## config.mk

```make
export PLATFORM = sky130hd
export DESIGN_NAME = uart_rx_wb
export DESIGN_NICKNAME = d
export VERILOG_FILES = /design/src/rtl/uart_pkg.sv /design/src/rtl/uart_rx_fifo.sv /design/src/rtl/uart_rx_wb.sv
export SDC_FILE = /design/constraint.sdc
export NUM_CORES = 1
export LEC_CHECK = 0
export ABC_AREA = 1
export CORE_ASPECT_RATIO = 1.75
export CORE_MARGIN = 10
export CORE_UTILIZATION = 40
export CTS_BUF_LIST = sky130_fd_sc_hd__clkbuf_8 sky130_fd_sc_hd__clkbuf_16
export CTS_CLUSTER_DIAMETER = 150
export DETAILED_ROUTE_END_ITERATION = 12
export DONT_BUFFER_PORTS = 1
export SLEW_MARGIN = 20
export SYNTH_ARGS = -nofsm -noshare
export SYNTH_HDL_FRONTEND = slang
export SYNTH_SLANG_ARGS = --single-unit
```

## constraint.sdc

```tcl
create_clock -name clk_i -period 2.1 [get_ports clk_i]
set_clock_uncertainty 0.2 [all_clocks]
set_input_delay 0.42 -clock clk_i [delete_from_list [all_inputs] [get_ports clk_i]]
set_output_delay 0.42 -clock clk_i [all_outputs]
set_load 0.005 [all_outputs]
```

## src/rtl/uart_pkg.sv

```systemverilog
// Shared UART definitions: RX state encoding, register map, STATUS bit layout
// and oversampling constants used by uart_rx_wb and uart_wb.
package uart_pkg;

   localparam int unsigned OVERSAMPLE = 16;

   // Every mid-bit sample lands on the tick whose pre-increment count is 7.
   localparam logic [3:0] SAMPLE_PHASE = 4'(OVERSAMPLE / 2 - 1);

   localparam int unsigned ADR_SEL_BIT = 1;
   localparam logic        REG_DATA    = 1'b0;
   localparam logic        REG_STATUS  = 1'b1;

   localparam int unsigned ST_RX_AVAIL  = 0;
   localparam int unsigned ST_FULL      = 1;
   localparam int unsigned ST_OVERRUN   = 2;
   localparam int unsigned ST_FRAME_ERR = 3;

   typedef enum logic [2:0] {
      RX_IDLE  = 3'd0,
      RX_START = 3'd1,
      RX_DATA  = 3'd2,
      RX_STOP  = 3'd3,
      RX_BRK   = 3'd4
   } rx_state_e;

endpackage

```

## src/rtl/uart_rx_fifo.sv

```systemverilog
// Receive FIFO with first-word fall-through output; pushes to a full FIFO and
// pops of an empty FIFO are ignored.
module uart_rx_fifo #(
   parameter int unsigned FIFO_AW = 4
) (
   input  logic       clk_i,
   input  logic       rst_i,
   input  logic       push,
   input  logic       pop,
   input  logic [7:0] din,
   output logic [7:0] dout,
   output logic       empty,
   output logic       full
);

   logic [7:0]         r_mem [2**FIFO_AW];
   logic [FIFO_AW:0]   r_wr_ptr;
   logic [FIFO_AW:0]   r_rd_ptr;
   logic               w_push;
   logic               w_pop;

   assign w_push = push && !full;
   assign w_pop  = pop && !empty;

   always_ff @(posedge clk_i) begin
      if (rst_i) begin
         r_wr_ptr <= '0;
         r_rd_ptr <= '0;
      end else begin
         if (w_push) r_wr_ptr <= r_wr_ptr + 1'b1;
         if (w_pop)  r_rd_ptr <= r_rd_ptr + 1'b1;
      end
   end

   always_ff @(posedge clk_i) begin
      if (w_push && !rst_i) r_mem[r_wr_ptr[FIFO_AW-1:0]] <= din;
   end

   assign dout  = r_mem[r_rd_ptr[FIFO_AW-1:0]];
   assign empty = (r_wr_ptr == r_rd_ptr);
   assign full  = (r_wr_ptr[FIFO_AW] != r_rd_ptr[FIFO_AW]) &&
                  (r_wr_ptr[FIFO_AW-1:0] == r_rd_ptr[FIFO_AW-1:0]);

endmodule

```

## src/rtl/uart_rx_wb.sv

```systemverilog
// UART receiver with 16x oversampling, receive FIFO and a 16-bit Wishbone
// slave exposing DATA and STATUS registers plus a FIFO-not-empty interrupt.
module uart_rx_wb
   import uart_pkg::*;
#(
   parameter int unsigned DIVISOR = 18,
   parameter int unsigned FIFO_AW = 4
) (
   input  logic        clk_i,
   input  logic        rst_i,
   input  logic [15:0] wb_dat_i,
   output logic [15:0] wb_dat_o,
   input  logic [31:0] wb_adr_i,
   input  logic [1:0]  wb_sel_i,
   input  logic        wb_we_i,
   input  logic        wb_cyc_i,
   input  logic        wb_stb_i,
   output logic        wb_ack_o,
   input  logic        rx_i,
   output logic        irq_o
);

   localparam int unsigned DIV_W = (DIVISOR > 1) ? $clog2(DIVISOR) : 1;

   logic             r_sync1;
   logic             r_rxs;
   logic [DIV_W-1:0] r_div;
   logic [3:0]       r_tick_cnt;
   logic [2:0]       r_bit_cnt;
   logic [7:0]       r_shift;
   rx_state_e        r_state;
   rx_state_e        w_state_nx;

   logic             w_tick;
   logic             w_sample;
   logic             w_start;
   logic             w_shift_en;
   logic             w_push;
   logic             w_ferr_set;

   logic             r_ack;
   logic [15:0]      r_dat;
   logic             r_overrun;
   logic             r_frame_err;

   logic             w_acc;
   logic             w_rd;
   logic             w_wr;
   logic             w_sel_status;
   logic             w_pop;
   logic             w_clr_ovr;
   logic             w_clr_fe;
   logic [15:0]      w_status;
   logic [7:0]       w_dout;
   logic             w_empty;
   logic             w_full;
   logic             w_unused;

   assign w_unused = ^{wb_sel_i, wb_adr_i[31:2], wb_adr_i[0],
                       wb_dat_i[15:4], wb_dat_i[1:0]};

   assign w_tick   = (r_div == DIV_W'(DIVISOR - 1));
   assign w_sample = w_tick && (r_tick_cnt == SAMPLE_PHASE);

   always_ff @(posedge clk_i) begin
      if (rst_i) r_state <= RX_IDLE;
      else       r_state <= w_state_nx;
   end

   always_comb begin
      w_state_nx = r_state;
      w_start    = 1'b0;
      w_shift_en = 1'b0;
      w_push     = 1'b0;
      w_ferr_set = 1'b0;
      case (r_state)
         RX_IDLE: begin
            if (!r_rxs) begin
               w_start    = 1'b1;
               w_state_nx = RX_START;
            end
         end
         RX_START: begin
            if (w_sample) w_state_nx = r_rxs ? RX_IDLE : RX_DATA;
         end
         RX_DATA: begin
            if (w_sample) begin
               w_shift_en = 1'b1;
               if (r_bit_cnt == 3'd7) w_state_nx = RX_STOP;
            end
         end
         RX_STOP: begin
            if (w_sample) begin
               if (r_rxs) begin
                  w_push     = 1'b1;
                  w_state_nx = RX_IDLE;
               end else begin
                  w_ferr_set = 1'b1;
                  w_state_nx = RX_BRK;
               end
            end
         end
         RX_BRK: begin
            if (r_rxs) w_state_nx = RX_IDLE;
         end
         default: w_state_nx = RX_IDLE;
      endcase
   end

   always_ff @(posedge clk_i) begin
      if (rst_i) begin
         r_sync1    <= 1'b1;
         r_rxs      <= 1'b1;
         r_div      <= '0;
         r_tick_cnt <= '0;
         r_bit_cnt  <= '0;
         r_shift    <= '0;
      end else begin
         r_sync1 <= rx_i;
         r_rxs   <= r_sync1;
         // Start-edge realignment wins over the free-running divider.
         if (w_start) begin
            r_div      <= '0;
            r_tick_cnt <= '0;
            r_bit_cnt  <= '0;
         end else if (w_tick) begin
            r_div      <= '0;
            r_tick_cnt <= r_tick_cnt + 1'b1;
         end else begin
            r_div <= r_div + 1'b1;
         end
         if (w_shift_en) begin
            r_shift   <= {r_rxs, r_shift[7:1]};
            r_bit_cnt <= r_bit_cnt + 1'b1;
         end
      end
   end

   uart_rx_fifo #(
      .FIFO_AW (FIFO_AW)
   ) u_fifo (
      .clk_i (clk_i),
      .rst_i (rst_i),
      .push  (w_push),
      .pop   (w_pop),
      .din   (r_shift),
      .dout  (w_dout),
      .empty (w_empty),
      .full  (w_full)
   );

   assign w_acc        = wb_cyc_i && wb_stb_i && !r_ack;
   assign w_rd         = w_acc && !wb_we_i;
   assign w_wr         = w_acc && wb_we_i;
   assign w_sel_status = (wb_adr_i[ADR_SEL_BIT] == REG_STATUS);
   assign w_pop        = w_rd && !w_sel_status && !w_empty;
   assign w_clr_ovr    = w_wr && w_sel_status && wb_dat_i[ST_OVERRUN];
   assign w_clr_fe     = w_wr && w_sel_status && wb_dat_i[ST_FRAME_ERR];

   always_comb begin
      w_status               = '0;
      w_status[ST_RX_AVAIL]  = !w_empty;
      w_status[ST_FULL]      = w_full;
      w_status[ST_OVERRUN]   = r_overrun;
      w_status[ST_FRAME_ERR] = r_frame_err;
   end

   always_ff @(posedge clk_i) begin
      if (rst_i) begin
         r_ack       <= 1'b0;
         r_dat       <= '0;
         r_overrun   <= 1'b0;
         r_frame_err <= 1'b0;
      end else begin
         r_ack <= w_acc;
         if (w_rd) begin
            if (w_sel_status) r_dat <= w_status;
            else if (w_empty) r_dat <= '0;
            else              r_dat <= {7'b0, 1'b1, w_dout};
         end
         if (w_push && w_full) r_overrun <= 1'b1;
         else if (w_clr_ovr)   r_overrun <= 1'b0;
         if (w_ferr_set)       r_frame_err <= 1'b1;
         else if (w_clr_fe)    r_frame_err <= 1'b0;
      end
   end

   assign wb_ack_o = r_ack;
   assign wb_dat_o = r_dat;
   assign irq_o    = !w_empty;

endmodule

```

[Word-level counts from Yosys, hierarchy flattened]
Memory sizes are Yosys's and may differ from the RTL's. A register that Yosys moved wholly into a read port is not among the register bits.
Index checks and enable logic that the tools add are counted.
Storage, ports and cells
  register bits: 54
  bits in latches: 0
  memory bits (writable): 128
  ROM bits: 0
  input port bits: 56
  output and inout port bits: 18
  memories kept: 1
Memories
  u_fifo.r_mem: depth 16, bits a word 8, read ports 1, clocked after Yosys merged registers in 1, wr ports 1, line uart_rx_fifo.sv:16  | logic [7:0] r_mem [2**FIFO_AW];
Operators by class
  add/sub/neg operators: 5
  $mul: 0
  divide/modulo/power cells: 0
  $lt $le $gt $ge: 0
  equal/unequal tests: 16
  shift operators: 0
  multiplexer cells: 30
  bitwise operators: 0
  reductions and logical operators: 28
Operator list (number)
  $mux 3: 9
  $mux 9: 2
  $add 5x1->5 const B: 3
  $logic_and 1x1->1: 15
  $mux 1: 15
  $pmux 3 s5: 1
  $ne 2x2->1 const B: 6
  $mux 4: 2
  $eq 3x2->1 const B: 2
  $eq 3x3->1 const B: 2
  $logic_not 1->1: 6
  $reduce_and 6->1: 1
  $reduce_bool 2->1: 3
  $eq 5x5->1: 1
  $eq 5x5->1 const B: 1
  $add 4x1->4 const B: 1
  $eq 4x3->1 const B: 1
  $eq 4x4->1: 1
  $add 3x1->3 const B: 1
  $eq 3x1->1 const B: 1
  $logic_not 3->1: 1
  $reduce_or 3->1: 1
  $mux 2: 1
  $reduce_or 2->1: 1
  $ne 1x1->1: 1

[Logic depth before layout (Yosys ltp)]
Gate-level depths: netlist (run 1).
  word-level depth: 8
  gate-level depth with buffers: 11
  mapped depth without buffers: 10

[By module]
A second synthesis (run 1) with hierarchy kept.
Second synthesis, totals
  cell total of the unflattened synthesis: 769
  area, all modules: 7786.2 µm²
By module, submodules not included
  uart_rx_fifo: instances 1, cells each 545, area each 6042.0 µm², sequential area each 4124.0 µm²
  uart_rx_wb: instances 1, cells each 224, area each 1744.2 µm², sequential area each 740.7 µm²

[Worst setup path before layout (run 1)]
Ideal clock, no wire load.
  kind: register to register
  start point: register r_div[0]
  end point: memory u_fifo.r_mem[0][0], enable pin
  library setup time: 370 ps
  data arrival time: 1577 ps
  slack: -47 ps
  stages on the path, launching flop included: 8
  period minus slack after synthesis: 2147 ps
  cells stage by stage: dfxtp_1 ha_1 nand3_2 nor2_2 inv_2 nor3_4 nand4_1 nor2_1
Between the ends
  cells in the longest elaborated chain, start to end: 8
RTL lines
  start, declared: line uart_rx_wb.sv:27  | logic [DIV_W-1:0] r_div;
  start signal, assigned: line uart_rx_wb.sv:130  | r_div <= r_div + 1'b1;
  $eq 5x5->1: line uart_rx_wb.sv:62  | assign w_tick = (r_div == DIV_W'(DIVISOR - 1));
  $logic_and 1x1->1: line uart_rx_wb.sv:63  | assign w_sample = w_tick && (r_tick_cnt == SAMPLE_PHASE);
  $mux 1: line uart_rx_wb.sv:93  | if (w_sample) begin
  $mux 1: line uart_rx_wb.sv:76  | case (r_state)
  $logic_and 1x1->1: line uart_rx_fifo.sv:22  | assign w_push = push && !full;
  $logic_and 1x1->1: line uart_rx_fifo.sv:36  | if (w_push && !rst_i) r_mem[r_wr_ptr[FIFO_AW-1:0]] <= din;
  $mux 1: line uart_rx_fifo.sv:36
  $mux 1 (not written as such): line uart_rx_fifo.sv:36
  end, declared: line uart_rx_fifo.sv:16
Every way passes these cells.

[Final worst setup path (run 1)]
  start point: register u_fifo.r_wr_ptr[1]
  end point: memory u_fifo.r_mem[6][0], enable pin
Between the ends
  cells in the longest elaborated chain, start to end: 7
RTL lines
  start, declared: line uart_rx_fifo.sv:17  | logic [FIFO_AW:0] r_wr_ptr;
  start signal, assigned: line uart_rx_fifo.sv:30  | if (w_push) r_wr_ptr <= r_wr_ptr + 1'b1;
  $eq 4x4->1: line uart_rx_fifo.sv:42  | (r_wr_ptr[FIFO_AW-1:0] == r_rd_ptr[FIFO_AW-1:0]);
  $logic_and 1x1->1: line uart_rx_fifo.sv:41  | assign full = (r_wr_ptr[FIFO_AW] != r_rd_ptr[FIFO_AW]) &&
  $logic_not 1->1: line uart_rx_fifo.sv:22
  $logic_and 1x1->1: line uart_rx_fifo.sv:22
  $logic_and 1x1->1: line uart_rx_fifo.sv:36
  $mux 1: line uart_rx_fifo.sv:36
  $mux 1 (not written as such): line uart_rx_fifo.sv:36
Several ways; a longest one is shown, not always the timed one.

==> results of run 1 <==
repair_timing:
action                                  CTS  global route
setup buffers                             6             6
gates resized for setup                  22            33
hold endpoints to repair                 23             0
hold buffers                              3             0
endpoints found under the setup margin  128           140
pin swaps                                 7            11
registers in the layout, summed over array words and instances, names as in the netlist, named ones only:
name,cells
u_fifo.r_mem,128
wb_dat_o,9
r_shift,8
r_div,5
u_fifo.r_rd_ptr,5
u_fifo.r_wr_ptr,5
r_tick_cnt,4
r_bit_cnt,3
r_state,3
r_frame_err,1
r_overrun,1
r_rxs,1
r_sync1,1
wb_ack_o,1
stage by stage:
| stage | power (mW) | std cells |
|---|---|---|
| final | 7.02 | 1032 |
| after floorplan | 3.93 | 735 |
| after CTS | 7.07 | 1026 |
| after detailed placement | 3.95 | 985 |
| after global placement | 3.94 | 985 |
| after global routing | 7.22 | 1032 |
how the worst max path moves through the flow:
stage | endpoint | cells after the start | from
after global placement | u_fifo.r_mem[11][6] | 9 | r_div[1]
after detailed placement | u_fifo.r_mem[8][6] | 9 | r_div[1]
after CTS | u_fifo.r_mem[3][7] | 9 | r_div[1]
after floorplan | u_fifo.r_mem[0][0] | 7 | r_div[0]
final | u_fifo.r_mem[6][0] | 6 | u_fifo.r_wr_ptr[1]
after global routing | u_fifo.r_mem[6][7] | 6 | u_fifo.r_wr_ptr[1]
Yosys cell counts (all sizes together):
master,count
o211ai,23
nand2b,1
a21oi,31
a21boi,1
conb,1
nand3,74
nand3b,1
inv,60
xor2,8
o21ai,54
xnor2,5
edfxtp,128
buf,28
nor3,5
nand2,104
ha,10
clkbuf,11
nor2,122
dfxtp,51
or2,3
clkinv,2
nand4,6
per-layer routing:
metal,vias to the layer above,share of wire,GRT usage
li1,2577,-,-
met1,2485,0.37,0.137
met2,85,0.56,0.260
met3,35,0.029,0.0237
met4,0,0.042,0.0744
met5,-,0,0
logic make-up after synthesis:
logic type / Yosys count / share of synthesized area
other cells: 1 / 0.000491
xor+xnor: 13 / 0.0149
flops: 179 / 0.637
fa+ha+maj: 10 / 0.0164
simple gates: 316 / 0.188
compound gates: 109 / 0.0838
buf+inv: 101 / 0.0592
where the power goes:
| group | switching, mW | total [mW] | internal [mW] | leakage, nW |
|---|---|---|---|---|
| Clock | 1.30 | 3.13 | 1.83 | 0.303 |
| Sequential | 0.0136 | 3.76 | 3.75 | 1.90 |
| Combinational | 0.0816 | 0.133 | 0.0516 | 1.28 |
layout make-up:
type / instances / share of cell area
clock buffer: 23 / 0.0596
timing repair buffer: 66 / 0.0672
clock inverter: 9 / 0.00688
inverter: 62 / 0.0270
multi-input combinational: 455 / 0.271
sequential: 179 / 0.536
tap: 238 / 0.0328
==> results_dict.tcl, run 1 <==
set metrics [dict create \
    status "finished, violations left" \
    violations "negative setup slack" \
    layout_common_cells "128 x edfxtp_1, 104 x nor2_1, 95 x nand2_1" \
    crit_path_max_incr_delay_ns 0.46 \
    ios 74 \
    synth-seq-area-share 0.637 \
    peakVddDrop_mv 0.638 \
    h-tree-depth 4 \
    crit_slowest_cell "dfxtp_1" \
    rows 66 \
    via_per_inst 5.02 \
    regArea_sq_um 4870 \
    wl_per_cell_um 16.6 \
    setup_tns_ns -0.00697 \
    worst_pin_slew_ns 0.969 \
    timing.hold.ws_ns 0.00641 \
    path_buf_inv 1 \
    clock_sinks 179 \
    route.vias.total 5182 \
    dp_slack_ns -0.179 \
    period_share 1.00 \
    crit_fanout 8 \
    holdCritStartpoint "wb_adr_i[1]" \
    clkLatencyLatePin_ns 0.43 \
    cp_top_family "simple AND/OR/NAND/NOR gates" \
    grt_start_max_net_pins 55 \
    cts_tree "yes" \
    ant_nets 0 \
    synth_top_area_share 0.504 \
    slew_headroom 0.354 \
    arrival_ns 2.04 \
    rrSetupSlack_ns -0.005 \
    reg2reg_depth 6 \
    fin_area_sq_um 9090 \
    drc 0 \
    multiInputGateArea_sq_um 2460 \
    hold_viol 0 \
    hold_end "wb_dat_o[3]" \
    synth-seq-cells 179 \
    drtIter0Drc 141 \
    setup_ws_ns -0.00488 \
    timing.rr.start "u_fifo.r_wr_ptr[1]" \
    maxSlewViolCount 0 \
    final_core_util 0.487 \
    layout-drive-gt1-share 0.190 \
    syn-instance-count 729 \
    cp-end-kind "flop" \
    antenna_found_initial 0 \
    hpwl_um 11900 \
    postPlaceCellArea_sq_um 8170 \
    die-area_sq_um 25200 \
    netlist_area_sq_um 7630 \
    whs_path_depth 2 \
    core_area_sq_um 18700 \
    drt_first_pass_iters 5 \
    fp.dieW_um 124 \
    die_h_um 203 \
    diodes 0 \
    crit_type "reg -> reg" \
    clockBufferDepth 2 \
    fin_nets 847 \
    p_leak_nw 3.49 \
    drv_cap 0 \
    start_util 0.409 \
    post-route-min-period_ns 2.10 \
    place.gp.congestion 0.826 \
    synth_cell_types 39 \
    root_buffer "clkbuf_16" \
    fill_cells 1723 \
    wirelength_um 17100 \
    track_usage 0.137 \
    p_per_area_nw_per_um2 772 \
    cp-start-kind "flop" \
    fmax_mhz 475 \
    mostFrequentLayoutCell "edfxtp_1" \
    cts_buffers 17 \
    path_cells "xor2_1, a21oi_4, nand3b_4, nand4_1, nor2_1, buf_6" \
    yosys_warnings 0 \
    grt-ovfl-total 0 \
    r2r-end "u_fifo.r_mem[6][0]" \
    clk_pin_slew_ns 0.06 \
    yosys.area.top_type "edfxtp_1" \
    synth.area.top_cells "edfxtp_1 50%, dfxtp_1 13%, nor2_1 5.8%, nand3_1 4.7%, nand2_1 4.7%" \
    area_growth_pct 19.1 \
    io_buffers 0 \
    finalSetupViolCount 3 \
    grt_pass1_vias 5302 \
    synth.avg_cell_area_sq_um 10.5 \
    crit_required_ns 2.03 \
    hp-class "in -> reg" \
    rsz0062_at_grt "true" \
    grt_pass1_wl_um 27600 \
]
Note: power is estimated with default switching activity, not from simulation.
==> run 2, diff against run 1 <==
--- a/config.mk
+++ b/config.mk
@@ -7,7 +7,7 @@
 export LEC_CHECK = 0
 export ABC_AREA = 1
 export CORE_ASPECT_RATIO = 1.75
-export CORE_MARGIN = 10
+export CORE_MARGIN = 2
 export CORE_UTILIZATION = 40
 export CTS_BUF_LIST = sky130_fd_sc_hd__clkbuf_8 sky130_fd_sc_hd__clkbuf_16
 export CTS_CLUSTER_DIAMETER = 150
==> results_dict.tcl, run 2 (synthesis results as in run 1) <==
set metrics [dict create \
    status "finished, violations left" \
    violations "negative setup slack" \
    h-tree-depth 4 \
    period_share 1.01 \
    wirelength_um 17400 \
    ios 74 \
    layout-drive-gt1-share 0.175 \
    setup_ws_ns -0.0285 \
    cts_buffers 17 \
    peakVddDrop_mv 0.629 \
    worst_pin_slew_ns 0.921 \
    switching_share 0.191 \
    rows 66 \
    final_cells 1025 \
    area_growth_pct 18.2 \
    power_frac_clock 0.450 \
    antenna_found_initial 0 \
    grt_start_max_net_pins 58 \
    drtIter0Drc 406 \
    finalSetupViolCount 20 \
    cp-start-kind "flop" \
    via_per_inst 5.05 \
    fmax_mhz 470 \
    grt_use_met3 0.0356 \
    switchingPower_mw 1.35 \
    clk_pin_slew_ns 0.07 \
    fin_nets 840 \
    intPower_mw 5.73 \
    post-route-min-period_ns 2.13 \
    start_util 0.409 \
    crit_fanout 8 \
    postPlaceCellArea_sq_um 8150 \
    pwr-share-seq 0.531 \
    grt_busiest_layer "met2" \
    use_met1 0.194 \
    maxSlewViolCount 0 \
    drc 0 \
    clockBufferDepth 2 \
    startpoint "r_tick_cnt[0]" \
    root_buffer "clkbuf_16" \
    clock_sinks 179 \
    crit_required_ns 2.03 \
    drv_cap 0 \
    largest_reg_flops 128 \
    p_leak_nw 3.45 \
    ant_nets 0 \
    hpwl_um 11600 \
    place.gp.congestion 0.819 \
    track_usage 0.180 \
    holdCritStartpoint "wb_stb_i" \
    die_h_um 187 \
    layout_common_cells "128 x edfxtp_1, 108 x nor2_1, 95 x nand2_1" \
    fin_area_sq_um 9020 \
    cp-end-kind "flop" \
    hp-class "in -> reg" \
    rsz0062_at_grt "true" \
    route.vias.total 5181 \
    wl_per_cell_um 16.9 \
    diodes 0 \
    io_buffers 0 \
    mostFrequentLayoutCell "edfxtp_1" \
    fill_cells 1736 \
    crit_type "reg -> reg" \
    p_comb_frac 0.018 \
    met2_usage 0.323 \
    slew_headroom 0.384 \
    place_inst 982 \
    timing.rr.start "r_tick_cnt[0]" \
    arrival_ns 2.06 \
    p_per_area_nw_per_um2 785 \
    grt_pass1_wl_um 27500 \
    clkLatencyLatePin_ns 0.42 \
    drt_first_pass_iters 5 \
    fp.dieW_um 108 \
    grt-ovfl-total 0 \
    die-area_sq_um 20200 \
    cts_tree "yes" \
    grt_pass1_vias 5235 \
    final_core_util 0.483 \
    hold_viol 0 \
    total_power_mw 7.08 \
    core_area_sq_um 18700 \
    dp_slack_ns -0.102 \
]
run 2: cell types whose count changed in the layout (fill, tap and decap cells not counted), moves of 2 or more:
cell      before  now
clkbuf_8       3    1
buf_6         18   13
inv_2          4    6
dfxtp_2        4    6
nor2_2         9    5
buf_4         42   40
nor2_1       104  108
inv_1         57   59
run 2: routing by layer:
layer / vias to the layer above / wire [um]
met1: 2482 / 6450
met3: 32 / 581
met5: - / 0
met2: 110 / 9550
li1: 2557 / -
met4: 0 / 782
run 2: area by class of cell:
class | count | area [sq um] | area share
Timing Repair Buffer | 59 | 537 | 0.0595
Inverter | 62 | 245 | 0.0272
Tap cell | 238 | 298 | 0.0330
Clock buffer | 22 | 539 | 0.0598
Sequential cell | 179 | 4870 | 0.540
Clock inverter | 10 | 78.8 | 0.00874
Multi-Input combinational cell | 455 | 2450 | 0.272
run 2: metrics by stage:
step                setup TNS (ns)  hold slack (ns)
finish                      -0.236           0.0185
global route                 -6.37           0.0211
CTS                          -1.64         0.000720
detailed placement           -9.19            0.198
global placement             -5.57            0.197
floorplan                    -6.06            0.189
run 2: worst paths after layout:
check | endpoint | slack, ns | depth (start not counted)
max | u_fifo.r_mem[2][7] | -0.03 | 8
min reg2reg | r_rxs | 0.21 | 1
max reg2reg | u_fifo.r_mem[2][7] | -0.03 | 8
min | wb_ack_o | 0.02 | 4
run 2: power groups by stage:
stage	combinational [mW]	sequential, mW	clock (mW)
after floorplan	0.0958	3.84	0
after global placement	0.0974	3.84	0
after detailed placement	0.106	3.84	0
after CTS	0.128	3.76	3.26
after global routing	0.145	3.76	3.39
final	0.129	3.76	3.19
run 2: critical path, cell delays in order, from the launching register on:
cell	delay [ns]
dfxtp_2	0.35
ha_4	0.15
nand3_4	0.08
nor2_4	0.14
inv_2	0.06
nor3_4	0.16
nand4_1	0.28
nor2_1	0.22
buf_6	0.18
run 2: timing repair:
action | in CTS | in global routing
hold endpoints to repair | 23 | 0
hold buffers | 3 | 0
endpoints found under the setup margin | 129 | 129
resized for setup | 19 | 26
buffers inserted | 4 | 4
pin swaps | 8 | 11
